[config.mk]
export PLATFORM = sky130hd
export DESIGN_NAME = card_plot_arbiter
export DESIGN_NICKNAME = d
export VERILOG_FILES = /design/src/rtl/card_plot_arbiter.sv
export SDC_FILE = /design/constraint.sdc
export NUM_CORES = 1
export LEC_CHECK = 0
export ABC_AREA = 0
export CAP_MARGIN = 0
export CELL_PAD_IN_SITES_DETAIL_PLACEMENT = 1
export CELL_PAD_IN_SITES_GLOBAL_PLACEMENT = 2
export CORE_UTILIZATION = 29
export CTS_BUF_LIST = sky130_fd_sc_hd__clkbuf_4 sky130_fd_sc_hd__clkbuf_8
export DETAILED_ROUTE_END_ITERATION = 8
export PLACE_DENSITY = 0.92
export SLEW_MARGIN = 40
export SYNTH_ARGS = -nofsm -noshare
export SYNTH_HDL_FRONTEND = slang
export SYNTH_SLANG_ARGS = --single-unit
[constraint.sdc]
create_clock -name clk -period 2.3 [get_ports clk]
set_input_delay 0.46 -clock clk [delete_from_list [all_inputs] [get_ports clk]]
set_output_delay 0.46 -clock clk [all_outputs]
set_load 0.01 [all_outputs]
[src/rtl/card_plot_arbiter.sv]
// card_plot_arbiter: grants the single box plotter to a clear or a reveal job and
// draws up to three card slots per job. Define ARB_RR_EN for round-robin tie-break.
`timescale 1ns/1ps
module card_plot_arbiter (
  input  logic        clk,
  input  logic        reset_n,
  input  logic        clr_req,
  input  logic [11:0] clr_cards,
  output logic        clr_ack,
  output logic        clr_done,
  input  logic        rev_req,
  input  logic [11:0] rev_cards,
  input  logic [2:0]  rev_colour,
  output logic        rev_ack,
  output logic        rev_done,
  output logic        plot_start,
  output logic [7:0]  plot_x0,
  output logic [6:0]  plot_y0,
  output logic [2:0]  plot_colour,
  input  logic        plot_done,
  output logic        busy
);

  typedef enum logic [2:0] {S_IDLE, S_LOAD, S_ISSUE, S_WAIT, S_NEXT, S_DONE} state_t;
  typedef enum logic {OWN_CLR, OWN_REV} owner_t;

  state_t      state, state_nxt;
  owner_t      owner;
  logic [11:0] job;
  logic [1:0]  slot;
  logic [3:0]  card;
  logic        grant_clr, grant_rev;
  logic        map_valid;
  logic [7:0]  map_x;
  logic [6:0]  map_y;

`ifdef ARB_RR_EN
  owner_t last_grant;

  // A tie goes to whichever requester was not granted last.
  always_comb begin
    grant_clr = 1'b0;
    grant_rev = 1'b0;
    if (state == S_IDLE) begin
      if (clr_req && rev_req) begin
        grant_clr = (last_grant == OWN_REV);
        grant_rev = (last_grant == OWN_CLR);
      end else begin
        grant_clr = clr_req;
        grant_rev = rev_req;
      end
    end
  end

  always_ff @(posedge clk or negedge reset_n) begin
    if (!reset_n)       last_grant <= OWN_REV;
    else if (grant_clr) last_grant <= OWN_CLR;
    else if (grant_rev) last_grant <= OWN_REV;
  end
`else
  assign grant_clr = (state == S_IDLE) && clr_req;
  assign grant_rev = (state == S_IDLE) && rev_req && !clr_req;
`endif

  always_comb begin
    case (slot)
      2'd0:    card = job[3:0];
      2'd1:    card = job[7:4];
      default: card = job[11:8];
    endcase
  end

  // Card index to box origin on the 3x3 table grid; other indices draw nothing.
  always_comb begin
    map_valid = 1'b1;
    map_x     = 8'd0;
    map_y     = 7'd0;
    case (card)
      4'd1:    begin map_x = 8'd50; map_y = 7'd30; end
      4'd2:    begin map_x = 8'd70; map_y = 7'd30; end
      4'd3:    begin map_x = 8'd90; map_y = 7'd30; end
      4'd4:    begin map_x = 8'd50; map_y = 7'd50; end
      4'd5:    begin map_x = 8'd70; map_y = 7'd50; end
      4'd6:    begin map_x = 8'd90; map_y = 7'd50; end
      4'd7:    begin map_x = 8'd50; map_y = 7'd70; end
      4'd8:    begin map_x = 8'd70; map_y = 7'd70; end
      4'd9:    begin map_x = 8'd90; map_y = 7'd70; end
      default: map_valid = 1'b0;
    endcase
  end

  // NOTE: registers use non-blocking assignments so every flop samples pre-edge values.
  always_ff @(posedge clk or negedge reset_n) begin
    if (!reset_n) state <= S_IDLE;
    else          state <= state_nxt;
  end

  always_comb begin
    // NOTE: default first so every path assigns state_nxt and no latch is inferred.
    state_nxt = state;
    case (state)
      S_IDLE:  if (grant_clr || grant_rev) state_nxt = S_LOAD;
      S_LOAD:  state_nxt = map_valid ? S_ISSUE : S_NEXT;
      S_ISSUE: state_nxt = S_WAIT;
      S_WAIT:  if (plot_done) state_nxt = S_NEXT;
      S_NEXT:  state_nxt = (slot == 2'd2) ? S_DONE : S_LOAD;
      S_DONE:  state_nxt = S_IDLE;
      default: state_nxt = S_IDLE;
    endcase
  end

  always_ff @(posedge clk or negedge reset_n) begin
    if (!reset_n) begin
      job         <= 12'd0;
      slot        <= 2'd0;
      owner       <= OWN_CLR;
      plot_colour <= 3'd0;
      plot_x0     <= 8'd0;
      plot_y0     <= 7'd0;
      clr_ack     <= 1'b0;
      rev_ack     <= 1'b0;
    end else begin
      clr_ack <= grant_clr;
      rev_ack <= grant_rev;
      if (grant_clr || grant_rev) begin
        job         <= grant_clr ? clr_cards : rev_cards;
        slot        <= 2'd0;
        owner       <= grant_clr ? OWN_CLR : OWN_REV;
        plot_colour <= grant_clr ? 3'b111 : rev_colour;
      end
      if (state == S_LOAD && map_valid) begin
        plot_x0 <= map_x;
        plot_y0 <= map_y;
      end
      if (state == S_NEXT) slot <= slot + 2'd1;
    end
  end

  assign plot_start = (state == S_ISSUE);
  assign busy       = (state != S_IDLE);
  assign clr_done   = (state == S_DONE) && (owner == OWN_CLR);
  assign rev_done   = (state == S_DONE) && (owner == OWN_REV);

endmodule

Word level (Yosys, flattened, before mapping)
Index checks and enable logic that the tools add are counted.
Storage, ports and cells
  input port bits: 32
  output and inout port bits: 24
  logic and storage cells: 63
  bits in registers: 38
Cells by class
  add/subtract/negate cells: 1
  eq/ne operators: 18
  multiplexer cells: 14
  bitwise logic cells: 1
  reduce and logical (&&, ||, !) cells: 20
Operators by type and width (count)
  $pmux W7 S3: 2
  $reduce_or A3 Y1: 6
  $eq A4 B3 Y1 const B: 4
  $mux W3: 5
  $pmux W3 S5: 1
  $mux W12: 1
  $reduce_or A9 Y1: 1
  $eq A4 B2 Y1 const B: 2
  $eq A4 B4 Y1 const B: 2
  $pmux W4 S2: 1
  $eq A3 B2 Y1 const B: 2
  $eq A3 B3 Y1 const B: 2
  $logic_and A1 B1 Y1: 6
  $eq A4 B1 Y1 const B: 1
  $mux W2: 2
  $eq A3 B1 Y1 const B: 1
  $logic_not A3 Y1: 1
  $reduce_bool A3 Y1: 1
  $add A2 B1 Y2 const B: 1
  $eq A2 B1 Y1 const B: 1
  $eq A2 B2 Y1 const B: 1
  $logic_not A2 Y1: 1
  $mux W1: 2
  $ne A2 B1 Y1 const B: 1
  6 further kinds: 6

Depth between registers and ports, before layout
Gate-level depths: netlist (run 1).
  word-level depth: 7
  depth in mapped cells: 8
  mapped depth without buffers: 7

Worst setup path after synthesis (run 1)
OpenSTA, ideal clock, no wires.
  kind: register -> register
  from: reg slot[0]
  to: reg plot_x0[4]
  data arrival time: 1.788 ns
  path slack: 0.391 ns
  data required time: 2.179 ns
  stages on the path, launching flop included: 8
  buffers on the path: 0
  period minus slack after synthesis: 1.909 ns
  library setup time: 0.121 ns
  cell sequence: dfrtp_1 > inv_1 > ha_1 > a22o_1 > a21oi_4 > a21oi_1 > a311o_1 > a22o_1
Between the ends
  cells in the longest elaborated chain, start to end: 6
  elaborated cells on any way between the ends: 19
  those cells by class: eq/ne: 10; mux: 3; reduce/logical: 6
Ends and longest elaborated chain
  from (decl): RTL line 30  | logic [1:0] slot;
  from (signal assigned): RTL line 135  | if (state == S_NEXT) slot <= slot + 2'd1;
  $eq A2 B1 Y1 / $logic_not A2 Y1 (equally long branches): RTL line 66  | case (slot)
  $pmux W4 S2 *: RTL line 66
  $eq A4 B4 Y1 (tied with other cells): RTL line 78  | case (card)
  $reduce_or A9 Y1 (no source line)
  $mux W1: RTL line 78
  $logic_and A1 B1 Y1: RTL line 131  | if (state == S_LOAD && map_valid) begin
  to (signal assigned): RTL line 132  | plot_x0 <= map_x;
  to (decl): RTL line 17  | output logic [7:0] plot_x0,
Every way passes the cells marked *; elsewhere a longest branch is shown, timed or not.
A chain may end at the register's enable or synchronous reset.

Worst setup path after layout (run 1)
  from: reg state[1]
  to: out clr_done
Between the ends
  cells in the longest elaborated chain, start to end: 2
Ends and longest elaborated chain
  from (decl): RTL line 27  | state_t state, state_nxt;
  from (signal assigned): RTL line 95  | else state <= state_nxt;
  $eq A3 B3 Y1: RTL line 141  | assign clr_done = (state == S_DONE) && (owner == OWN_CLR);
  $logic_and A1 B1 Y1: RTL line 141
  to (decl): RTL line 10  | output logic clr_done,
Every way passes these cells.

==> results of run 1 <==
==> metrics by stage <==
| step | instances | power (mW) | utilization | setup slack [ps] |
|---|---|---|---|---|
| after floorplan | 190 | 2.49 | - | 391 |
| after global placement | 310 | 3.11 | 0.403 | 276 |
| after detailed placement | 310 | 3.17 | 0.403 | 202 |
| after CTS | 318 | 3.78 | 0.422 | 17.6 |
| after global routing | 318 | 4.08 | 0.424 | 15.1 |
| final | 318 | 3.75 | 0.424 | 136 |
==> cell families (layout without fill, tap and decap cells) <==
kind of cell | Yosys count | in the layout | share of synthesized area
compound gates | 62 | 62 | 0.234
fa+ha+maj | 3 | 3 | 0.0201
buf+inv | 19 | 72 | 0.0577
flops | 35 | 35 | 0.470
mux | 12 | 12 | 0.0644
other cells | 1 | 3 | 0.00201
simple gates | 56 | 56 | 0.152
==> synthesized netlist by cell type (all sizes together) (2+ instances only) <==
cell    number
nor3         5
o21ai       16
o22a         6
nor2        11
ha           3
nand2       21
nand2b       5
mux2i       12
a21o         4
clkbuf       2
nor4         3
inv          6
o31ai        2
a22oi        2
a32o         2
nand3        2
dfrtp       35
a21oi       15
buf         11
a22o         5
o22ai        2
==> sequential cells by signal (all words and copies together), names as in the netlist <==
name / cells
plot_x0: 6
slot: 2
state: 3
plot_y0: 6
plot_colour: 3
clr_ack: 1
rev_ack: 1
owner: 1
job: 12
==> final cells by class <==
class / instances / share of cell area
multi-input combinational: 136 / 0.349
sequential: 35 / 0.341
timing repair buffer: 58 / 0.219
tap: 75 / 0.0365
clock buffer: 6 / 0.0321
clock inverter: 2 / 0.0136
inverter: 6 / 0.00876
==> metal layers <==
metal	share of wire	wire length (um)	up-vias	track usage
met1	0.47	2150	780	0.204
met5	0	0	-	0
li1	-	-	793	-
met3	0.036	164	8	0.0319
met2	0.48	2180	34	0.246
met4	0.019	87	0	0.0737
==> power by group through the flow <==
stage | Sequential (mW) | Clock [mW] | Combinational [mW]
final | 1.13 | 0.579 | 2.05
after global routing | 1.17 | 0.622 | 2.29
after CTS | 1.13 | 0.594 | 2.05
after detailed placement | 1.14 | 0 | 2.03
after global placement | 1.13 | 0 | 1.98
after floorplan | 1.09 | 0 | 1.40
==> worst register-to-register path: stages, from the launching register on <==
cell	delay, ps
dfrtp_1	390
inv_1	80
ha_1	280
a22o_1	270
a21oi_4	250
a21oi_1	160
a311o_1	360
a22o_1	250
==> path summary, 6_finish.rpt <==
check,from,end,cells after the start
min in group clk,plot_x0[1]$_DFFE_PN0P_,plot_x0[1]$_DFFE_PN0P_,1
hold reg to reg,plot_x0[1]$_DFFE_PN0P_,plot_x0[1]$_DFFE_PN0P_,1
max in group asynchronous,reset_n,state[2]$_DFFE_PN0P_,1
hold / removal,reset_n,plot_y0[1]$_DFFE_PN0P_,1
setup reg to reg,slot[0]$_DFFE_PN0P_,plot_x0[4]$_DFFE_PN0P_,7
setup / recovery,state[1]$_DFFE_PN0P_,clr_done,4
==> run summary, run 1 <==
most common cell after layout, fill and taps aside - clkdlybuf4s50_1
synthesized area per cell - 9.92 um2
DRC - 0
count of cell types in the netlist - 45
RSZ-0062 raised after global routing - false
synthesized flop and latch total - 35
placer's final routability congestion estimate - 0.805
cell at the slowest stage of the critical path - clkdlybuf4s50_1
synth top area cells - dfrtp_1, mux2i_1, o21ai_0, nand2_1, a21oi_1
Slew Limit Fails - 0
WHS - 109 ps
die width - 82.2 um
maximum root-to-sink buffer count - 2
CTS Buf Count - 5
grt ovf - 0
asr flop ratio synth - 1.00
Worst EP required - 1840 ps
CP delay by family, top - buffers and inverters
Root Driver - clkbuf_8
Mapped Area - 0.00186 mm2
post-CTS setup buffer count - 0
switching power share of the total - 0.419
CTS tree - built
WL/cell - 14.4 um
die area - 0.00675 mm2
run status - complete, no violations
Final Skew - 3.41 ps
Setup TNS - 0 ps
Core ar. - 0.00606 mm2
CP Max Fanout - 9
DP Wirelength - 3350 um
max-cap violation count - 0
Max rail drop VDD - 0.477 mV
first-pass GRT wire length - 7870 um
final hold violation count - 0
ratio of cells with drive above 1 in the final layout - 0.0947
# nets final - 277
Synth top area share - 0.470
largest net degree at the start of global routing - 36
Syn-to-layout area delta - 37.9%
internal power - 2.18 mW
R2R setup slack - 160 ps
total track usage - 0.156
Crit. End Element - output port
area of the multi-input gates - 897 um2
# setup viols final - 0
final WL - 4580 um
combinational share of power - 0.545
CTS Sinks - 35
Period Utilization, post-route - 0.941
CP Class - flip-flop to output port
sequential fraction of the synthesis area - 0.470
commonest cells after routing, fill and taps aside - clkdlybuf4s50_1, dfrtp_1, nand2_1
initial core utilization - 0.308
# hold bufs at CTS - 0
Fmax - 462 MHz
vias post-DR - 1615
Post-synth EDFFs - 0
Antenna diodes - 0
Final ANT Viol Nets - 0
ys flop type - dfrtp_1
cts repair resizes - 0
Worst Setup Start Kind - flip-flop
CP cell instances - nor2b_2 -> nand2_1 -> nor2_1 -> clkdlybuf4s50_1
Reg area - 877 um2
Arr. time, crit path - 1700 ps
num rows - 28
leading area contributor after synthesis - dfrtp_1
CP max stage delay - 560 ps
post-route cell area - 0.00257 mm2
DRT Pass-1 Iters - 4
clock share of power - 0.154
fin crit period - 2160 ps
Pwr Density - 1460 mW/mm2
Post-Synthesis Cells - 188
Placed Instance Area - 0.00244 mm2
Fillers - 690
Hold WC Path Type - primary input to asynchronous set/reset pin
CTS H-Tree Depth - 2
number of antenna violations at the first check in global routing - 0
Vert. Die Dim - 82.2 um
Psw - 1.57 mW
IO Pins - 56
clk_lat worst skew - 290 ps
vias in the first global route - 1617
Iteration-0 DRC Markers - 84
Clock Pin Slew Worst Setup and Hold Paths - 70 ps
buffers and inverters on the worst path - 1
Synthesis Warnings - 0
sequential power share - 0.300
via density per instance - 5.08
leakage - 1.12 nW
IO Port Bufs - 52
(Power assumes the default switching activity.)
==> run 2: changes to the inputs <==
- CTS_CLUSTER_DIAMETER: not set -> 40
==> results of run 2 <==
No change in the layout: final DEF, timing and power equal those of run 1.
==> run 3: changes to the inputs <==
- CORE_UTILIZATION: 29 -> 26
- PLACE_DENSITY: 0.92 -> 0.88
- clock period: 2.3 -> 1.95 ns (I/O delays scaled with it)
==> run summary, run 3 (synthesis results as in run 1) <==
CP Class - flip-flop to flip-flop
clock share of power - 0.146
Syn-to-layout area delta - 56.0%
die width - 86.7 um
CTS Sinks - 35
CP delay by family, top - compound AO/OA/AOI/OAI gates
Arr. time, crit path - 2080 ps
# nets final - 298
Pwr Density - 1860 mW/mm2
first-pass GRT wire length - 8630 um
max reg flops - 12
sequential power share - 0.252
fin crit period - 1900 ps
Slew Limit Fails - 0
initial core utilization - 0.271
Psw - 2.19 mW
largest net degree at the start of global routing - 36
buffers and inverters on the worst path - 1
via density per instance - 4.71
Iteration-0 DRC Markers - 71
R2R setup slack - 50 ps
Worst EP required - 2130 ps
IO Pins - 56
most common cell after layout, fill and taps aside - clkdlybuf4s50_1
switching power share of the total - 0.406
ratio of cells with drive above 1 in the final layout - 0.216
Crit path top cell by count - a22o_1
vias in the first global route - 1755
total track usage - 0.149
Largest regs - job (12), plot_x0 (6), plot_y0 (6)
Vert. Die Dim - 86.7 um
pre-CTS setup slack - -122 ps
CTS Buf Count - 5
CTS tree - built
Antenna diodes - 0
combinational share of power - 0.602
grt ovf - 0
leakage - 1.27 nW
worst r2r src - slot[0]$_DFFE_PN0P_
CTS H-Tree Depth - 2
cell at the slowest stage of the critical path - dfrtp_2
R2R depth - 7
# setup viols final - 0
DRT Pass-1 Iters - 4
WL/cell - 14.6 um
CP max stage delay - 410 ps
DP Wirelength - 3690 um
Worst Setup Start Kind - flip-flop
maximum root-to-sink buffer count - 2
Period Utilization, post-route - 0.973
Fillers - 771
number of antenna violations at the first check in global routing - 0
Max rail drop VDD - 0.544 mV
max-cap violation count - 0
Core ar. - 0.00687 mm2
worst reg2reg endpoint - plot_x0[4]$_DFFE_PN0P_
Root Driver - clkbuf_8
Hold WC Path Type - primary input to asynchronous set/reset pin
PnR Total Power - 5.40 mW
CP cell instances - inv_2 -> ha_4 -> a22o_1 -> a21oi_4 -> a21oi_2 -> a311o_1 -> a22o_1
internal power - 3.21 mW
clk_lat worst skew - 290 ps
final hold violation count - 0
die area - 0.00751 mm2
DRC - 0
run status - complete, no violations
vias post-DR - 1694
# hold bufs at CTS - 0
final core utilization - 0.423
fin worst setup slack - 52.1 ps
final WL - 5250 um
placer's final routability congestion estimate - 0.816
Clock Pin Slew Worst Setup and Hold Paths - 80 ps
RSZ-0062 raised after global routing - true
commonest cells after routing, fill and taps aside - clkdlybuf4s50_1, dfrtp_1, nand2_1, buf_4, o21ai_0
Final ANT Viol Nets - 0
WHS - 133 ps
Final Skew - 5.74 ps
Crit. End Element - flip-flop
IO Port Bufs - 52
Fmax - 527 MHz
CP Max Fanout - 5
num rows - 30
Top reg by flops - job
==> run 3: timing repair <==
action | in CTS | in global routing
gates resized for setup | 16 | 16
setup buffers | 5 | 0
gates cloned | 0 | 0
endpoints found under the setup margin | 13 | 12
pin swaps | 1 | 7
==> run 3: final cells by class <==
| cell class | instances | area [um2] | area share |
|---|---|---|---|
| flip-flops and latches | 35 | 880 | 0.302 |
| clock inverters | 3 | 67.6 | 0.0232 |
| multi-input cells | 136 | 997 | 0.343 |
| clock buffers | 5 | 68.8 | 0.0237 |
| well taps | 96 | 120 | 0.0413 |
| inverters | 6 | 22.5 | 0.00774 |
| repair buffers | 79 | 753 | 0.259 |
==> run 3: worst reg2reg max path, stage by stage (launching register included) <==
cell and delay, ps:
dfrtp_2 410, inv_2 70, ha_4 190, a22o_1 250
a21oi_4 170, a21oi_2 80, a311o_1 390, a22o_1 230
==> run 3: how the worst max path moves through the flow <==
| stage | startpoint | end | cells after the start |
|---|---|---|---|
| floorplan | slot[0]$_DFFE_PN0P_ | plot_x0[4]$_DFFE_PN0P_ | 7 |
| global placement | slot[0]$_DFFE_PN0P_ | plot_x0[4]$_DFFE_PN0P_ | 7 |
| detailed placement | slot[0]$_DFFE_PN0P_ | plot_x0[4]$_DFFE_PN0P_ | 7 |
| CTS | slot[0]$_DFFE_PN0P_ | plot_x0[3]$_DFFE_PN0P_ | 8 |
| global route | slot[0]$_DFFE_PN0P_ | plot_x0[4]$_DFFE_PN0P_ | 8 |
| finish | slot[0]$_DFFE_PN0P_ | plot_x0[4]$_DFFE_PN0P_ | 7 |
==> run 3: stage by stage <==
step | setup TNS, ps | instances | area [um2]
global placement | -6.23 | 347 | 2600
finish | 0 | 360 | 2910
global route | -170 | 360 | 2910
detailed placement | -572 | 347 | 2600
floorplan | 0 | 190 | 1870
CTS | 0 | 360 | 2830
==> run 3: power groups by stage <==
stage | clock network, mW | logic (mW) | registers (mW)
after floorplan | 0 | 1.65 | 1.28
final | 0.789 | 3.25 | 1.36
after CTS | 0.808 | 2.96 | 1.34
after global placement | 0 | 2.65 | 1.32
after global routing | 0.833 | 3.54 | 1.41
after detailed placement | 0 | 2.72 | 1.33
==> run 3: routing by layer <==
layer,GRT usage,share of wire,wire [um]
met3,0.0390,0.045,235
met4,0.0470,0.014,74
met2,0.253,0.50,2640
met1,0.184,0.44,2300
met5,0,0,0
